$ cat src/rtl/pixel_unpacker.sv
// Unpacks WIDTH-bit packed pixel words into one pixel per output beat, MSB-first,
// at 1/2/4/8 bpp, tracking scanline length and realigning each line to a word start.
module pixel_unpacker #(
    parameter int WIDTH = 16,
    parameter int LW    = 12
) (
    input  logic             clk,
    input  logic             rst,
    input  logic [1:0]       mode,
    input  logic [LW-1:0]    line_pixels,
    input  logic [WIDTH-1:0] i_data,
    input  logic             i_valid,
    output logic             i_ready,
    output logic [7:0]       o_pixel,
    output logic             o_valid,
    input  logic             o_ready,
    output logic             o_last
);

    localparam int RW = $clog2(WIDTH + 1);
    localparam int CW = LW + 1;

    logic [WIDTH-1:0] shreg;
    logic [RW-1:0]    rem;
    logic [CW-1:0]    cnt;
    logic [1:0]       bpp_q;
    logic             line_start;

    logic             out_acc;
    logic             in_acc;
    logic             new_line;
    logic [1:0]       bpp_sel;
    logic [RW-1:0]    ppw;
    logic [CW-1:0]    line_len;
    logic [3:0]       bpp_w;
    logic [7:0]       top8;

    assign o_valid = (rem != '0);
    assign o_last  = o_valid && (cnt == CW'(1));
    assign top8    = shreg[WIDTH-1 -: 8];

    always_comb begin
        o_pixel = 8'd0;
        case (bpp_q)
            2'd0:    o_pixel = {7'd0, top8[7]};
            2'd1:    o_pixel = {6'd0, top8[7:6]};
            2'd2:    o_pixel = {4'd0, top8[7:4]};
            default: o_pixel = top8;
        endcase
    end

    assign out_acc = o_valid && o_ready;

    // A new word may load when the current one is empty or is being drained this cycle,
    // either by its final pixel or by the line ending inside it.
    assign i_ready  = !rst && ((rem == '0) || (out_acc && ((rem == RW'(1)) || o_last)));
    assign in_acc   = i_valid && i_ready;
    assign new_line = line_start || (out_acc && o_last);
    assign bpp_sel  = new_line ? mode : bpp_q;
    assign ppw      = RW'(WIDTH) >> bpp_sel;
    assign line_len = (line_pixels == '0) ? {1'b1, {LW{1'b0}}} : {1'b0, line_pixels};
    assign bpp_w    = 4'd1 << bpp_q;

    always_ff @(posedge clk) begin
        if (rst) begin
            shreg      <= '0;
            rem        <= '0;
            cnt        <= '0;
            bpp_q      <= 2'd0;
            line_start <= 1'b1;
        end else begin
            if (out_acc) begin
                shreg <= shreg << bpp_w;
                rem   <= rem - RW'(1);
                cnt   <= cnt - CW'(1);
                if (o_last) begin
                    rem        <= '0;
                    line_start <= 1'b1;
                end
            end
            if (in_acc) begin
                shreg <= i_data;
                rem   <= ppw;
                if (new_line) begin
                    bpp_q      <= mode;
                    cnt        <= line_len;
                    line_start <= 1'b0;
                end
            end
        end
    end

endmodule

$ cat config.mk
export PLATFORM = sky130hd
export DESIGN_NAME = pixel_unpacker
export DESIGN_NICKNAME = d
export VERILOG_FILES = /design/src/rtl/pixel_unpacker.sv
export SDC_FILE = /design/constraint.sdc
export NUM_CORES = 1
export LEC_CHECK = 0
export ABC_AREA = 1
export CAP_MARGIN = 20
export CORE_ASPECT_RATIO = 1.1
export CORE_MARGIN = 2
export CORE_UTILIZATION = 60
export DETAILED_ROUTE_END_ITERATION = 16
export PLACE_DENSITY = 0.95
export SYNTH_ARGS = -nofsm -noshare
export SYNTH_HDL_FRONTEND = slang
export SYNTH_SLANG_ARGS = --single-unit
$ cat constraint.sdc
create_clock -name clk -period 2.83 [get_ports clk]
set_input_delay 0.4245 -clock clk [delete_from_list [all_inputs] [get_ports clk]]
set_output_delay 0.4245 -clock clk [all_outputs]
set_load 0.02 [all_outputs]
# After elaboration in Yosys (flattened, before gate mapping)

Index checks and enable logic that the tools add are counted.

Shift operators: 3
Muxes and demuxes: 15
Equal/unequal tests: 4
Add/sub/neg operators: 2
Reductions and logical operators: 15

Operators with widths:

| operator                                                               | count |
|---|---|
| 13-bit 2-to-1 mux                                                      | 4 |
| 16-bit 2-to-1 mux                                                      | 2 |
| 8-bit case mux with 3 select lines                                     | 1 |
| 16-bit by 4-bit << shifter with 16-bit output                          | 1 |
| 5-bit 2-to-1 mux                                                       | 3 |
| 13-bit by 1-bit equality test with 1-bit output, second input constant | 1 |
| 13-bit by 1-bit subtractor with 13-bit output, second input constant   | 1 |
| 12-bit zero test                                                       | 1 |
| 1-bit logical AND                                                      | 6 |
| 5-bit by 1-bit equality test with 1-bit output, second input constant  | 1 |
| 5-bit zero test                                                        | 1 |
| 5-bit nonzero test                                                     | 1 |
| 5-bit by 2-bit >> shifter with 5-bit output, first input constant      | 1 |
| 5-bit by 1-bit subtractor with 5-bit output, second input constant     | 1 |
| 1-bit 2-to-1 mux                                                       | 4 |
| 1-bit by 2-bit << shifter with 4-bit output, first input constant      | 1 |
| 1-bit logical OR                                                       | 3 |
| 2-bit by 1-bit equality test with 1-bit output, second input constant  | 1 |
| 2-bit equality test, second input constant                             | 1 |
| 2-bit zero test                                                        | 1 |
| 2-bit 2-to-1 mux                                                       | 1 |
| 2-bit nonzero test                                                     | 1 |
| 1-bit zero test                                                        | 1 |

Word-level logic and storage cells: 44
Bits of input ports: 34
Register bits: 37
Output and inout bits: 11

# Logic depth before layout (Yosys ltp)

Depth after elaboration: 8
Mapped depth: 15
Mapped depth without buffers: 14

# Worst setup path after synthesis

OpenSTA, ideal clock, no wires.

Path kind: flip-flop to output port
From: register bpp_q[1]
To: output o_pixel[0]
Data required time: 2.406 ns
Slack: 0.730 ns
Arrival time: 1.676 ns
Path buffers: 2
Stages on the path, launching flop included: 9
Cells stage by stage: dfxtp_1 -> inv_1 -> ha_1 -> buf_2 -> clkinv_1 -> buf_2 -> o22ai_1 -> a21oi_1 -> o21ai_0

Longest elaborated chain between the ends: 2
Elaborated cells on any way between the ends: 4
Those cells by class: eq/ne: 2; mux: 1; reduce/logical: 1

Ends and longest elaborated chain:

| what                                              | RTL line | source |
|---|---|---|
| start: declaration                                | 26       | `logic [1:0] bpp_q;` |
| start signal: assignment                          | 85       | `bpp_q <= mode;` |
| 2-bit equality test, or another cell as far along | 44       | `case (bpp_q)` |
| 8-bit case mux with 3 select lines (*)            | 44       |  |
| end: declaration                                  | 14       | `output logic [7:0] o_pixel,` |

Mark *: on every way between the ends. The rest lies on a longest branch, timed or not.

# Worst setup path after layout

From: register bpp_q[0]
To: output o_pixel[1]

Same word-level chain as after synthesis.

==> results_dict.tcl <==
set metrics [dict create \
    cp.required_ns 2.41 \
    clk_pin_slew_ns 0.07 \
    hold_path_class "reg -> reg" \
    slowest_stage "clkdlybuf4s50_1" \
    grt_max_degree 24 \
    worst-path-max-fanout 9 \
    grtUsageTotal_pct 32.6 \
    crit_path_frequent_cell "inv_1" \
    fin_crit_ns 2.67 \
    slew_headroom_pct 67.4 \
    syn_inst 527 \
    coreArea_um2 4970 \
    vias 3474 \
    clkLatencyLatePin_ns 0.29 \
    cpPeakStageDelay_ns 0.63 \
    grt_pass1_vias 3363 \
    tritoncts "done" \
    htree_levels 2 \
    syn_area_um2 3070 \
    die-area_um2 5700 \
    layout-drive-gt1-share_pct 7.05 \
    avgSynthCellArea_um2 5.82 \
    hold_buffers 0 \
    cp.arrival_ns 2.25 \
    synth_warnings 0 \
    io_buffers 44 \
    io_pins 45 \
    finalPower_mw 3.98 \
    dr.pass1.iters 5 \
    drv_cap 0 \
    drc 0 \
    syn_to_final_growth_pct 18.4 \
    fin_tns_setup_ns 0 \
    syn-num-nets 570 \
    antenna_found_initial 0 \
    wl_per_cell_um 13.9 \
    initial_core_util_pct 61.8 \
    rows 27 \
    finalNonFillerCells 625 \
    yosysUniqueCellTypes 35 \
    viasPerCell 5.56 \
    numClockSinks 37 \
    grt_pass1_wl_um 14900 \
    worst-path-buf-inv 4 \
    hold_viol_final 0 \
    worstSetupPathType "reg -> out" \
    max_freq_ghz 0.374 \
    die_y_um 79.0 \
    wl_um 8690 \
    path_cells "inv_1 -> ha_2 -> clkinvlp_4 -> nor2_1 -> inv_1 -> o221ai_1 -> clkdlybuf4s50_1" \
    gr-total-overflow 0 \
    fin_hold_ws_ns 0.566 \
    dpl.hpwl_um 6660 \
    rsz0062_at_grt "false" \
    post-route-period-util_pct 94.5 \
    antenna_left 0 \
    dp.cells 617 \
    path_delay_family "buffers and inverters" \
    antennaDiodeCount 0 \
    chipWidth_um 72.2 \
    p_leak_nw 1.83 \
    power_per_cell_area_nw_per_um2 1100 \
    final_nets 610 \
    root_buffer "clkbuf_8" \
    worst-slew-pin-transition_ns 0.489 \
    ys_ff_latch 37 \
    pre_cts_ws_ns 0.355 \
    synth-seq-area-share_pct 24.1 \
    irDropWorstVdd_v 0.000711 \
    finalSetupViolCount 0 \
    clk_path_buf_depth 2 \
    fin_skew_ns 0.00739 \
    cp-end-kind "output port" \
    status "finished, final reports clean" \
    gp_congestion 0.997 \
    startpoint_type "flip-flop" \
    final_max_slew_viol_count 0 \
    setup_ws_ns 0.156 \
    drtIter0Drc 281 \
    numCtsBuffers 5 \
]
## sequential cells by signal, indices dropped and copies added (netlist names)
register and flops:
shreg 16, cnt 13, rem 5, bpp_q 2, line_start 1
## per-stage QoR
stage	area, um2	utilization [%]
2_1_floorplan	3070	-
3_3_place_gp	3530	71.1
3_5_place_dp	3530	71.1
4_1_cts	3620	72.8
5_1_grt	3630	73.1
6_report	3630	73.1
## cell families (layout without fill, tap and decap cells)
kind of cell | count (synthesis) | after routing | synth area share, %
XOR/XNOR | 14 | 14 | 4.00
buffers and inverters | 93 | 133 | 12.8
AO/OA/AOI/OAI | 82 | 82 | 14.6
AND/OR/NAND/NOR | 291 | 291 | 40.4
adder cells (fa/ha/maj) | 9 | 9 | 3.67
multiplexers | 1 | 1 | 0.326
flip-flops | 37 | 37 | 24.1
## routing by layer
metal,global-route usage [%],part of all wire (%)
met4,14.5,2.9
met5,0,0
met2,58.1,51
met1,38.4,41
met3,4.31,5.2
## placed cells by master, fill, tap and decap left out, types with 2 or more instances in the layout
cell and instances:
dfxtp_1 36, clkdlybuf4s50_1 44, ha_1 8, nor2_2 5, buf_4 11, nor3_1 6, nor2_1 56, o22ai_1 3
clkbuf_8 6, xnor2_1 7, a21oi_1 27, xor2_1 7, o211ai_1 3, inv_1 65, nor4_1 3, o21ai_0 37
inv_2 2, nor2_4 3, o21ai_1 8, nand2_2 4, nand2_1 162, clkinv_1 2, nand3_1 47
## timing repair
action,in CTS,in global routing
setup endpoints to repair,0,4
setup buffers,0,1
endpoints found under the hold margin,0,0
gates resized for setup,0,3
## cell usage after synthesis
master	count	share of area (%)
nand2_2	4	0.82
nand3b_1	1	0.24
inv_2	2	0.24
mux2i_1	1	0.33
buf_2	10	1.6
nand3_1	47	7.7
o31ai_1	1	0.24
a21oi_1	27	4.4
dfxtp_1	37	24
o22ai_1	3	0.61
nand3_4	1	0.57
a31oi_4	1	0.69
nor3_1	6	0.98
or2_2	1	0.20
buf_6	4	1.5
xor2_1	7	2.0
nor4_1	3	0.61
nor2_4	3	1.1
nand3_2	1	0.33
xnor2_1	7	2.0
inv_4	1	0.20
o21ai_0	37	6.0
o21ai_1	8	1.3
o221ai_1	1	0.29
nor2_2	5	1.0
inv_1	66	8.1
nor2_1	56	6.9
ha_1	9	3.7
buf_1	1	0.12
nand2_1	162	20
clkinv_1	2	0.24
nand4_1	1	0.20
clkbuf_1	7	0.86
a21oi_2	1	0.29
o211ai_1	3	0.73
## layout make-up
type                       count  area, um2
fill                         435       1330
timing repair buffer          55        523
clock buffer                   7       86.3
multi-input combinational    397       1940
inverter                      71        273
tap                           58       72.6
sequential                    37        742
## path summary, 6_finish.rpt
path | startpoint | endpoint | slack (ns) | cells after the start
worst max-delay path | bpp_q[0]$_SDFFE_PP0N_ | o_pixel[1] | 0.16 | 7
worst min-delay path | shreg[14]$_SDFFE_PP0P_ | shreg[14]$_SDFFE_PP0P_ | 0.57 | 2
worst max register to register | bpp_q[0]$_SDFFE_PP0N_ | shreg[15]$_SDFFE_PP0P_ | 0.51 | 14
worst min register to register | shreg[14]$_SDFFE_PP0P_ | shreg[14]$_SDFFE_PP0P_ | 0.57 | 2
## worst register-to-register path: stages, from the launching register on
cell	delay, ns
dfxtp_1	0.34
inv_1	0.11
ha_1	0.47
clkinv_1	0.13
buf_4	0.19
o21ai_0	0.29
nand2_1	0.11
nand3_1	0.12
nand2_1	0.08
nand2_1	0.06
nand2_1	0.05
nand2_1	0.07
nand2_1	0.07
nor2_1	0.09
nor2_1	0.05
## report_power, final
group / switching [mW] / leakage (nW) / total, mW / internal (mW)
Combinational: 1.73 / 1.48 / 2.71 / 0.986
Clock: 0.184 / 0.0443 / 0.378 / 0.193
Sequential: 0.170 / 0.305 / 0.893 / 0.723
Total: 2.08 / 1.83 / 3.98 / 1.90
(Power assumes the default switching activity.)
